`src/rtl/mul_div_unit_pkg.sv`:
```
// cpu_pkg: shared encodings and defaults for the multiply/divide unit
package cpu_pkg;

    localparam int MDU_WIDTH = 32;

    typedef enum logic [1:0] {
        MDU_MULTU = 2'b00,
        MDU_MULT  = 2'b01,
        MDU_DIVU  = 2'b10,
        MDU_DIV   = 2'b11
    } mdu_op_e;

    typedef enum logic [1:0] {
        MDU_IDLE = 2'b00,
        MDU_CALC = 2'b01,
        MDU_FIX  = 2'b10
    } mdu_state_e;

    function automatic logic mdu_is_div(input mdu_op_e op);
        return op inside {MDU_DIVU, MDU_DIV};
    endfunction

    function automatic logic mdu_is_signed(input mdu_op_e op);
        return op inside {MDU_MULT, MDU_DIV};
    endfunction

endpackage

```
`src/rtl/mul_div_unit_if.sv`:
```
// mul_div_unit_if: launch, MTHI/MTLO and result signals of the multiply/divide unit
interface mul_div_unit_if
    import cpu_pkg::*;
#(
    parameter int WIDTH = MDU_WIDTH
);
    logic             start;
    logic [1:0]       op;
    logic [WIDTH-1:0] a;
    logic [WIDTH-1:0] b;
    logic             hi_we;
    logic             lo_we;
    logic [WIDTH-1:0] wdata;
    logic             busy;
    logic             done;
    logic             div_by_zero;
    logic [WIDTH-1:0] hi;
    logic [WIDTH-1:0] lo;

    modport master (
        output start, op, a, b, hi_we, lo_we, wdata,
        input  busy, done, div_by_zero, hi, lo
    );

    modport slave (
        input  start, op, a, b, hi_we, lo_we, wdata,
        output busy, done, div_by_zero, hi, lo
    );
endinterface

```
`src/rtl/mul_div_unit_step.sv`:
```
// mdu_step: one shift-add multiply or restoring divide iteration on {upper, lower} accumulator
module mdu_step #(
    parameter int WIDTH = 32
) (
    input  logic               div,
    input  logic [2*WIDTH-1:0] acc,
    input  logic [WIDTH-1:0]   opnd,
    output logic [2*WIDTH-1:0] nxt
);
    logic [WIDTH:0] sum;
    logic [WIDTH:0] rem;
    logic [WIDTH:0] diff;

    // multiply adds the operand on the low bit then shifts right; divide shifts left and trial-subtracts
    always_comb begin
        sum  = {1'b0, acc[2*WIDTH-1:WIDTH]} + {1'b0, acc[0] ? opnd : {WIDTH{1'b0}}};
        rem  = {acc[2*WIDTH-1:WIDTH], acc[WIDTH-1]};
        diff = rem - {1'b0, opnd};
        nxt  = !div ? {sum, acc[WIDTH-1:1]} :
               diff[WIDTH] ? {rem[WIDTH-1:0], acc[WIDTH-2:0], 1'b0} :
                             {diff[WIDTH-1:0], acc[WIDTH-2:0], 1'b1};
    end
endmodule

```
`src/rtl/mul_div_unit.sv`:
```
// mul_div_unit: iterative multiply/divide unit writing the HI/LO pair
module mul_div_unit
    import cpu_pkg::*;
#(
    parameter int WIDTH = MDU_WIDTH
) (
    input logic           clk,
    input logic           rst,
    mul_div_unit_if.slave bus
);
    localparam int CW = $clog2(WIDTH);
    localparam logic [CW-1:0] CNT_MAX = CW'(WIDTH - 1);

    mdu_state_e         state;
    mdu_op_e            op_q;
    logic [2*WIDTH-1:0] acc;
    logic [2*WIDTH-1:0] acc_nxt;
    logic [2*WIDTH-1:0] prod;
    logic [WIDTH-1:0]   opnd;
    logic [WIDTH-1:0]   abs_a;
    logic [WIDTH-1:0]   abs_b;
    logic [WIDTH-1:0]   quo;
    logic [WIDTH-1:0]   rem;
    logic [WIDTH-1:0]   res_hi;
    logic [WIDTH-1:0]   res_lo;
    logic [WIDTH-1:0]   hi_q;
    logic [WIDTH-1:0]   lo_q;
    logic [CW-1:0]      cnt;
    logic               neg_q;
    logic               neg_r;
    logic               dz;
    logic               done_q;
    logic               dbz_q;
    logic               sa;
    logic               sb;
    logic               div_zero;
    logic               div_q;

    // magnitudes and signs of the incoming operands for a launch
    always_comb begin
        sa       = mdu_is_signed(mdu_op_e'(bus.op)) & bus.a[WIDTH-1];
        sb       = mdu_is_signed(mdu_op_e'(bus.op)) & bus.b[WIDTH-1];
        abs_a    = sa ? -bus.a : bus.a;
        abs_b    = sb ? -bus.b : bus.b;
        div_zero = mdu_is_div(mdu_op_e'(bus.op)) & (bus.b == '0);
        div_q    = mdu_is_div(op_q);
    end

    // sign fix-up of the finished accumulator; divide by zero gives all-ones quotient and a in hi
    always_comb begin
        prod   = neg_q ? -acc : acc;
        quo    = neg_q ? -acc[WIDTH-1:0] : acc[WIDTH-1:0];
        rem    = neg_r ? -acc[2*WIDTH-1:WIDTH] : acc[2*WIDTH-1:WIDTH];
        res_lo = dz ? '1 : div_q ? quo : prod[WIDTH-1:0];
        res_hi = dz ? acc[WIDTH-1:0] : div_q ? rem : prod[2*WIDTH-1:WIDTH];
    end

    mdu_step #(.WIDTH(WIDTH)) u_step (
        .div  (div_q),
        .acc  (acc),
        .opnd (opnd),
        .nxt  (acc_nxt)
    );

    // control FSM with MT writes, iteration count and registered results
    always_ff @(posedge clk) begin
        if (!rst) begin
            state  <= MDU_IDLE;
            op_q   <= MDU_MULTU;
            acc    <= '0;
            opnd   <= '0;
            cnt    <= '0;
            neg_q  <= 1'b0;
            neg_r  <= 1'b0;
            dz     <= 1'b0;
            done_q <= 1'b0;
            dbz_q  <= 1'b0;
            hi_q   <= '0;
            lo_q   <= '0;
        end else begin
            done_q <= 1'b0;
            case (state)
                MDU_IDLE: begin
                    if (bus.hi_we) hi_q <= bus.wdata;
                    if (bus.lo_we) lo_q <= bus.wdata;
                    if (bus.start) begin
                        op_q  <= mdu_op_e'(bus.op);
                        acc   <= {{WIDTH{1'b0}}, div_zero ? bus.a : abs_a};
                        opnd  <= abs_b;
                        neg_q <= sa ^ sb;
                        neg_r <= sa;
                        dz    <= div_zero;
                        dbz_q <= 1'b0;
                        cnt   <= CNT_MAX;
                        state <= div_zero ? MDU_FIX : MDU_CALC;
                    end
                end
                MDU_CALC: begin
                    acc   <= acc_nxt;
                    cnt   <= cnt - 1'b1;
                    state <= (cnt == '0) ? MDU_FIX : MDU_CALC;
                end
                MDU_FIX: begin
                    hi_q   <= res_hi;
                    lo_q   <= res_lo;
                    dbz_q  <= dz;
                    done_q <= 1'b1;
                    state  <= MDU_IDLE;
                end
                default: state <= MDU_IDLE;
            endcase
        end
    end

    assign bus.busy        = (state != MDU_IDLE);
    assign bus.done        = done_q;
    assign bus.div_by_zero = dbz_q;
    assign bus.hi          = hi_q;
    assign bus.lo          = lo_q;
endmodule

```
`src/flat_wrapper.sv`:
```
// flat-port wrapper written by rule: the top's interface ports become plain ports
module mul_div_unit_flat import cpu_pkg::*;
#(
    parameter int WIDTH = MDU_WIDTH
)
  (clk, rst, bus_start, bus_op, bus_a, bus_b, bus_hi_we, bus_lo_we, bus_wdata, bus_busy, bus_done, bus_div_by_zero, bus_hi, bus_lo);
  mul_div_unit_if #(.WIDTH(WIDTH)) bus_i ();
  input logic clk;
  input logic rst;
  input wire logic [$bits(bus_i.start)-1:0] bus_start;
  input wire logic [$bits(bus_i.op)-1:0] bus_op;
  input wire logic [$bits(bus_i.a)-1:0] bus_a;
  input wire logic [$bits(bus_i.b)-1:0] bus_b;
  input wire logic [$bits(bus_i.hi_we)-1:0] bus_hi_we;
  input wire logic [$bits(bus_i.lo_we)-1:0] bus_lo_we;
  input wire logic [$bits(bus_i.wdata)-1:0] bus_wdata;
  output wire logic [$bits(bus_i.busy)-1:0] bus_busy;
  output wire logic [$bits(bus_i.done)-1:0] bus_done;
  output wire logic [$bits(bus_i.div_by_zero)-1:0] bus_div_by_zero;
  output wire logic [$bits(bus_i.hi)-1:0] bus_hi;
  output wire logic [$bits(bus_i.lo)-1:0] bus_lo;
  assign bus_i.start = bus_start;
  assign bus_i.op = bus_op;
  assign bus_i.a = bus_a;
  assign bus_i.b = bus_b;
  assign bus_i.hi_we = bus_hi_we;
  assign bus_i.lo_we = bus_lo_we;
  assign bus_i.wdata = bus_wdata;
  assign bus_busy = bus_i.busy;
  assign bus_done = bus_i.done;
  assign bus_div_by_zero = bus_i.div_by_zero;
  assign bus_hi = bus_i.hi;
  assign bus_lo = bus_i.lo;
  mul_div_unit #(.WIDTH(WIDTH)) u_core (.clk(clk), .rst(rst), .bus(bus_i));
endmodule
```
`config.mk`:
```
export PLATFORM = sky130hd
export DESIGN_NAME = mul_div_unit_flat
export DESIGN_NICKNAME = d
export VERILOG_FILES = /design/src/rtl/mul_div_unit_pkg.sv /design/src/rtl/mul_div_unit_if.sv /design/src/rtl/mul_div_unit_step.sv /design/src/rtl/mul_div_unit.sv /design/src/flat_wrapper.sv
export SDC_FILE = /design/constraint.sdc
export NUM_CORES = 1
export LEC_CHECK = 0
export ABC_AREA = 1
export CAP_MARGIN = 0
export CORE_UTILIZATION = 25
export CTS_CLUSTER_SIZE = 28
export DETAILED_ROUTE_END_ITERATION = 8
export PLACE_DENSITY = 0.41
export SYNTH_ARGS = -nofsm -noshare
export SYNTH_HDL_FRONTEND = slang
export SYNTH_SLANG_ARGS = --single-unit
export TNS_END_PERCENT = 5
```
`constraint.sdc`:
```
create_clock -name clk -period 8.15 [get_ports clk]
set_input_delay 0.815 -clock clk [delete_from_list [all_inputs] [get_ports clk]]
set_output_delay 0.815 -clock clk [all_outputs]
set_load 0.03 [all_outputs]
```
* Word-level counts from Yosys, hierarchy flattened
Index checks and enable logic that the tools add are counted.
** Operators by class
- Add/sub/neg operators :: 8
- Eq/ne operators :: 10
- Mux-type cells :: 28
- Bitwise logic cells :: 4
- Reductions and logical operators :: 14
** Operators with widths (number)
- 32-bit 2-to-1 mux :: 12
- 64-bit 2-to-1 mux :: 4
- 32-bit negation :: 4
- 32-bit case mux with 2 select lines :: 2
- 64-bit case mux with 2 select lines :: 1
- 64-bit negation :: 1
- 32-bit by 32-bit adder with 33-bit output :: 1
- 33-bit by 32-bit subtractor with 33-bit output :: 1
- 32-bit logical NOT :: 1
- 2-bit nonzero test :: 6
- 2-bit == test (second input constant) :: 5
- 5-bit case mux with 2 select lines :: 1
- 2-bit AND reduction :: 5
- 2-bit 2-to-1 mux :: 3
- 2-bit inequality test (second input constant) :: 3
- 5-bit logical NOT :: 1
- 5-bit 2-to-1 mux :: 1
- 5-bit by 1-bit subtractor with 5-bit output (second input constant) :: 1
- 2-bit by 1-bit == test with 1-bit output (second input constant) :: 2
- 2-bit case mux with 2 select lines :: 1
- 1-bit bitwise AND :: 3
- 2-bit logical NOT :: 1
- 1-bit 2-to-1 mux :: 2
- 1-bit case mux with 2 select lines :: 1
- 1-bit XOR :: 1
** Word-level totals
- Flip-flop bits (word level) :: 174
- Bits of input ports :: 103
- Output and inout port bits :: 67
- Logic and storage cells :: 76

* Depth between registers and ports, before layout
Gate-level depths: netlist of run 1.
- Depth after elaboration :: 7
- Gate-level depth with buffers :: 22
- Depth with buffers taken out :: 20

* Hierarchy
A second synthesis of run 1 with hierarchy kept.
** Second synthesis, totals
- Cell total of the unflattened synthesis :: 3144
- Area, all modules :: 17461.7 µm²
** Modules (own cells, without submodules)
- mul_div_unit :: instances 1, cells each 1837, area an instance 11125.7 µm², seq. area each 3463.3 µm²
- mdu_step :: instances 1, cells each 1307, area an instance 6336.1 µm², seq. area each 0.0 µm²

* Worst setup path before layout of run 1
Ideal clock, no wire load.
- Kind :: register -> register
- Start point :: register u_core.acc[0]
- End point :: register u_core.acc[61]
- Library setup time :: 0.132 ns
- Arrival time :: 2.418 ns
- Data required time :: 8.018 ns
- Setup slack :: 5.600 ns
- Cell stages (with the launch flop) :: 20
- Buffers on the path :: 2
- Clock period less this slack :: 2.550 ns
- Path through :: dfxtp_1 buf_2 buf_1 nand2_1 inv_1 ha_1 inv_1 fa_1 inv_1 nand3_1 nand2_1 nand2_1 nand2_1 inv_1 o21ai_0 nand2_1 nand3_1 nand3_1 nand3_1 a21oi_1
** Between the ends
- Longest elaborated chain between the ends :: 4
** RTL lines
- start, declared :: RTL line mul_div_unit.sv:16 : logic [2*WIDTH-1:0] acc;
- start signal, assigned :: RTL line mul_div_unit.sv:88 : acc <= {{WIDTH{1'b0}}, div_zero ? bus.a : abs_a};
- start signal, assigned :: RTL line mul_div_unit.sv:99 : acc <= acc_nxt;
- 32-bit 2-to-1 mux :: RTL line mul_div_unit_step.sv:16 : sum = {1'b0, acc[2*WIDTH-1:WIDTH]} + {1'b0, acc[0] ? opnd : {WIDTH{1'b0}}};
- 32-bit by 32-bit adder with 33-bit output :: RTL line mul_div_unit_step.sv:16
- 64-bit 2-to-1 mux :: RTL line mul_div_unit_step.sv:19 : nxt = !div ? {sum, acc[WIDTH-1:1]} :
- 64-bit case mux with 2 select lines :: RTL line mul_div_unit.sv:82 : case (state)
Every way passes these cells.
A chain may end at the register's enable or synchronous reset.

* Final worst setup path of run 1
- Start point :: input port bus_start
- End point :: register u_core.cnt[2]
** Between the ends
- Longest elaborated chain between the ends :: 2
** RTL lines
- start, declared :: RTL line flat_wrapper.sv:10 : input wire logic [$bits(bus_i.start)-1:0] bus_start;
- 2-bit inequality test (no source line)
- 2-bit AND reduction (no source line)
- end signal, assigned :: RTL line mul_div_unit.sv:100 : cnt <= cnt - 1'b1;
- end, declared :: RTL line mul_div_unit.sv:28 : logic [CW-1:0] cnt;
Every way passes these cells.

==> impl_results.md, run 1 <==
- CTS tree: done
- Initial antenna violation count: 0
- Later-pin clock latency in the skew report: 0.48 ns
- Area of the die: 68300 µm²
- Hold depth: 2
- R2R setup slack: 3.46 ns
- Vias per cell: 5.06
- Nets: 3245
- Slew Viols, Final: 0
- Post-Layout Cell Count: 3948
- Final hold vios: 0
- Cell Area, Synth: 16800 µm²
- CTS Sinks: 173
- Drt wl/cell: 20.7 µm
- Synth Area per Inst: 5.64 µm²
- Area delta synth->final: 17.4%
- Worst-path clk slew: 0.07 ns
- Critical Path AT: 5.22 ns
- Most used DFF post-synth: dfxtp_1
- CP Max Fanout: 64
- Synth Instances: 2979
- DR iter-0 viols: 1746
- Final setup fails: 0
- Total Power: 0.00331 W
- Distinct cells, synth: 56
- Final antenna-violating net count: 0
- Syn nets: 3153
- First-pass GRT wire length: 121000 µm
- Max-Cap Viols: 0
- Synth async-reset ratio: 0%
- Final core occ: 29.9%
- Initial Utilization: 25.4%
- Std-Cell Rows: 94
- Register area share after synthesis: 20.6%
- DR vias: 20000
- Layout cell share with drive strength beyond 1: 3.70%
- CTS max path bufs: 2
- R2R cell count: 8
- Die Span Y: 261 µm
- Setup repair after global routing missed its margin: false
- Post-cts gate resize count: 0
- Clk root buf: clkbuf_16
- Worst r2r src: u_core.state[1]
- DPL Wire Length: 65700 µm
- # IOs: 170
- Buffers on Ports: 169
- Crit path required time: 8.47 ns
- Peak Freq: 204 MHz
- Fillers: 7535
- Post-CTS Setup Bufs: 0
- GP Congestion: 0.948
- Critical Path End Type: register
- H-tree Lvls: 4
- Status: finished clean
- Most common cell after layout, fill and taps aside: nand2_1
- Drt total wl: 81800 µm
- Vias in the first global route: 18500
- Setup TNS: 0 ns
- Worst setup path category: in2reg
- CTS Buf Count: 17
- Worst hold start: u_core.cnt[4]
- Yosys reg bits: 173
- Worst clock skew: 0.0198 ns
- Hold buffers post-CTS: 0
- Reg2reg end: u_core.cnt[2]
- Total grt overflow: 0
- # DRC: 0
- DRT Pass-1 Iters: 8
- Actual slew at the worst max-slew pin: 1.22 ns
- Worst Hold Path EP: u_core.cnt[4]
- Worst vdd ir: 0.000177 V
- Final Cycle Share: 60.1%
- Static power due to leakage: 9.05 nW
- Placed insts: 3916
- Startpoint Class: input pin
- EDFF count, synth: 0
- Shortest period the worst path allows: 4.90 ns
- Hold WC Path Type: reg2reg
- Gr usage total: 23.7%
- Yosys warns: 0
- Pwr/cell area: 167 nW/µm²
- Core area: 66100 µm²
- Max transition margin: 18.5%
- Die W: 261 µm
- Most frequent cells in the layout: nand2_1, inv_1, a21oi_1
- Largest net degree at the start of global routing: 80
==> metal layers <==
metal	part of all wire [%]	vias up	GRT usage, %
met5	0	-	0
met4	2.0	0	5.75
met3	5.8	57	3.38
met2	42	593	35.3
met1	50	9437	35.2
li1	-	9890	-
==> worst max-delay path by stage <==
| stage | startpoint | to | slack, ns | cells after the start |
|---|---|---|---|---|
| after global placement | bus_start | u_core.cnt[2] | 2.83 | 8 |
| after global routing | bus_start | u_core.cnt[2] | 2.64 | 8 |
| after CTS | bus_start | u_core.cnt[2] | 3.23 | 8 |
| final | bus_start | u_core.cnt[2] | 3.25 | 8 |
| after detailed placement | bus_start | u_core.cnt[2] | 2.70 | 8 |
| after floorplan | u_core.acc[0] | u_core.acc[61] | 5.60 | 19 |
==> power breakdown <==
group          switching [W]  internal [W]
clock network       0.000399      0.000424
logic                0.00100      0.000444
registers           0.000108      0.000928
total                0.00151       0.00180
==> Yosys cell counts (16+ instances only) <==
master	count	area share [%]
nor3_1	35	1.0
nand3_1	229	6.8
o21ai_0	273	8.1
a21oi_1	366	11
nor2_1	297	6.6
nand2_1	745	17
xnor2_1	16	0.83
clkbuf_1	75	1.7
xor2_1	45	2.3
nand2_2	18	0.67
dfxtp_1	173	21
nand4_1	38	1.4
inv_1	418	9.3
ha_1	69	5.1
==> critical path, stage by stage <==
cell and delay (ns):
clkdlybuf4s50_1 0.49, inv_1 0.07, nor2_4 0.75, inv_1 0.73
nand2_1 1.05, inv_2 0.80, o21ai_0 0.38, a31oi_1 0.11
==> metrics by stage <==
stage / setup slack, ns / hold slack (ns) / area [µm²]
2_1_floorplan: 5.60 / 0.459 / 16800
3_3_place_gp: 2.83 / 0.475 / 19200
3_5_place_dp: 2.70 / 0.505 / 19200
4_1_cts: 3.23 / 0.515 / 19700
5_1_grt: 2.64 / 0.556 / 19700
6_report: 3.25 / 0.520 / 19700
==> area by class of cell <==
| type | count | area [µm²] | share of cell area (%) |
|---|---|---|---|
| Sequential cell | 173 | 3460 | 17.6 |
| Tap cell | 864 | 1080 | 5.48 |
| Timing Repair Buffer | 186 | 1820 | 9.20 |
| Clock buffer | 17 | 425 | 2.16 |
| Clock inverter | 14 | 139 | 0.704 |
| Inverter | 429 | 1610 | 8.16 |
| Antenna cell | 1 | 2.50 | 0.0127 |
| Multi-Input combinational cell | 2264 | 11200 | 56.7 |
==> state kept, by name (all words and copies together), names as in the netlist <==
register	count
u_core.bus.div_by_zero	1
u_core.acc	64
u_core.dz	1
u_core.bus.done	1
u_core.state	2
u_core.op_q	1
u_core.opnd	32
u_core.cnt	5
u_core.neg_r	1
u_core.neg_q	1
u_core.bus.lo	32
u_core.bus.hi	32
==> cells by family (layout without fill, tap and decap cells) <==
group | Yosys count | after routing | share of synthesized area (%)
AO/OA/AOI/OAI | 709 | 709 | 22.1
XOR/XNOR | 61 | 61 | 3.18
adder cells (fa/ha/maj) | 71 | 71 | 5.37
buffers and inverters | 542 | 646 | 12.9
flip-flops | 173 | 173 | 20.6
other | 0 | 1 | 0
AND/OR/NAND/NOR | 1423 | 1423 | 35.9
(Power assumes the default switching activity.)
==> run 2, diff against run 1 <==
--- a/config.mk
+++ b/config.mk
@@ -10,7 +10,7 @@
 export CORE_UTILIZATION = 25
 export CTS_CLUSTER_SIZE = 28
 export DETAILED_ROUTE_END_ITERATION = 8
-export PLACE_DENSITY = 0.41
+export PLACE_DENSITY = 0.43
 export SYNTH_ARGS = -nofsm -noshare
 export SYNTH_HDL_FRONTEND = slang
 export SYNTH_SLANG_ARGS = --single-unit
==> constraint.sdc (replaced) <==
create_clock -name clk -period 4.5 [get_ports clk]
set_input_delay 0.45 -clock clk [delete_from_list [all_inputs] [get_ports clk]]
set_output_delay 0.45 -clock clk [all_outputs]
set_load 0.03 [all_outputs]
==> impl_results.md, run 2 (synthesis gave the netlist of run 1 again) <==
- Critical Path End Type: register
- Worst Hold Path EP: u_core.cnt[4]
- Post-CTS Setup Bufs: 0
- Worst-path clk slew: 0.08 ns
- Max reg flops: 64
- H-tree Lvls: 4
- Vias in the first global route: 18600
- Most common cell after layout, fill and taps aside: nand2_1
- Pwr/cell area: 310 nW/µm²
- DR vias: 20100
- Setup repair after global routing missed its margin: false
- Drt wl/cell: 21.2 µm
- Critical Path AT: 3.60 ns
- Most frequent cells in the layout: nand2_1, inv_1, a21oi_1
- Setup crit start: u_core.opnd[31]
- Final Cycle Share: 71.9%
- Gr usage total: 24.3%
- DRT Pass-1 Iters: 9
- Buffers on Ports: 169
- Failing checks: DRC
- Biggest register: u_core.acc
- Slowest stage delay, CP: 0.60 ns
- CTS Sinks: 173
- Crit path buf inv count: 1
- Static power due to leakage: 9.11 nW
- Die Span Y: 261 µm
- Max-Cap Viols: 0
- Slowest cell on crit path: dfxtp_1
- Sequential share of power: 30.4%
- Design Area, Final: 19800 µm²
- Clk root buf: clkbuf_16
- Final setup fails: 0
- Area of the die: 68300 µm²
- Std-Cell Rows: 94
- Worst vdd ir: 0.000310 V
- # IOs: 170
- Hold buffers post-CTS: 0
- Worst r2r src: u_core.opnd[31]
- Post-cts gate resize count: 0
- Reg2reg end: u_core.acc[62]
- CTS tree: done
- Crit path required time: 4.86 ns
- Clk pwr share: 26.1%
- CTS Buf Count: 17
- Layout cell share with drive strength beyond 1: 3.98%
- Vias per cell: 5.07
- Net switching fraction of the power: 46.5%
- Worst setup path category: reg2reg
- Hold depth: 2
- Actual slew at the worst max-slew pin: 1.16 ns
- Setup TNS: 0 ns
- Worst clock skew: 0.0165 ns
- Status: complete, but fails checks
- Cell mode on critical path: nand2_1
- Shortest period the worst path allows: 3.24 ns
- Startpoint Class: register
- Final antenna-violating net count: 0
- Final hold vios: 0
- # diodes: 0
- Core area: 66100 µm²
- Total grt overflow: 0
- Area delta synth->final: 17.9%
- Slew Viols, Final: 0
- R2R setup slack: 1.26 ns
- Peak Freq: 309 MHz
- Initial Utilization: 25.4%
- DPL Wire Length: 66600 µm
- Crit path cell chain: inv_1 > ha_1 > nand2_1 > a21oi_1 > nor2_1 > nand2_1 > a21oi_1 > nand3_1 > nand2_4 > nand2_1 > nand2_1 > nand2_1 > nand3_1 > a21oi_1
- Die W: 261 µm
- Initial antenna violation count: 3
- DR iter-0 viols: 1933
- Later-pin clock latency in the skew report: 0.50 ns
- Max transition margin: 21.9%
- First-pass GRT wire length: 124000 µm
- Drt total wl: 83900 µm
- Critical Path Stages: 14
- R2R cell count: 14
- Fillers: 7620
- Internal Power: 0.00329 W
- Final core occ: 30.0%
- Nets: 3253
- CTS max path bufs: 2
- CP Max Fanout: 33
- Hold WC Path Type: reg2reg
- # DRC: 2
- Largest net degree at the start of global routing: 90
- Power share of the combinational group: 43.5%
- NetSw: 0.00286 W
- Placed cell areas: 19200 µm²
- Worst path top cell family by delay: simple AND/OR/NAND/NOR gates
- GP Congestion: 0.949
- Worst hold start: u_core.cnt[4]
## run 2: cell types whose count changed in the layout (fill, tap and decap cells not counted), sizes merged
cell,before,now
buf,18,26
inv,430,434
clkinv,9,6
clkbuf,17,18
clkinvlp,3,2
diode,1,0
## run 2: routing by layer
metal | vias up | part of all wire [%] | GRT usage (%)
li1 | 9918 | - | -
met1 | 9447 | 50 | 37.0
met2 | 652 | 43 | 36.0
met3 | 48 | 5.8 | 3.05
met4 | 0 | 1.4 | 5.14
met5 | - | 0 | 0
## run 2: worst max path at each step
stage	to	slack [ns]
floorplan	u_core.acc[61]	1.95
global placement	u_core.acc[61]	1.32
detailed placement	u_core.acc[61]	1.29
CTS	u_core.acc[61]	1.28
global route	u_core.acc[61]	1.02
finish	u_core.acc[62]	1.26
## run 2: layout make-up
type                            count  area [µm²]  area share, %
Timing Repair Buffer              194        1880           9.47
Inverter                          429        1610           8.13
Sequential cell                   173        3460           17.5
Tap cell                          864        1080           5.45
Multi-Input combinational cell   2264       11200           56.5
Clock inverter                     14         146          0.739
Clock buffer                       18         439           2.22
## run 2: worst reg2reg max path, stage by stage, from the launching register on
cell,delay [ns]
dfxtp_1,0.60
inv_1,0.10
ha_1,0.36
nand2_1,0.23
a21oi_1,0.07
nor2_1,0.29
nand2_1,0.14
a21oi_1,0.27
nand3_1,0.17
nand2_4,0.42
nand2_1,0.14
nand2_1,0.10
nand2_1,0.06
nand3_1,0.09
a21oi_1,0.07
## run 2: power by group through the flow
| stage | Combinational [W] | Clock (W) | Sequential (W) |
|---|---|---|---|
| after floorplan | 0.00160 | 0 | 0.00192 |
| after global placement | 0.00265 | 0 | 0.00190 |
| after detailed placement | 0.00263 | 0 | 0.00190 |
| after CTS | 0.00264 | 0.00164 | 0.00187 |
| after global routing | 0.00293 | 0.00169 | 0.00189 |
| final | 0.00267 | 0.00160 | 0.00187 |
## run 2: stage by stage
step | power (W) | std cells | setup WS [ns] | hold slack (ns)
after floorplan | 0.00352 | 2979 | 1.95 | 0.459
after global placement | 0.00455 | 3924 | 1.32 | 0.483
after detailed placement | 0.00453 | 3924 | 1.29 | 0.502
after CTS | 0.00615 | 3956 | 1.28 | 0.507
after global routing | 0.00650 | 3956 | 1.02 | 0.558
final | 0.00615 | 3956 | 1.26 | 0.508
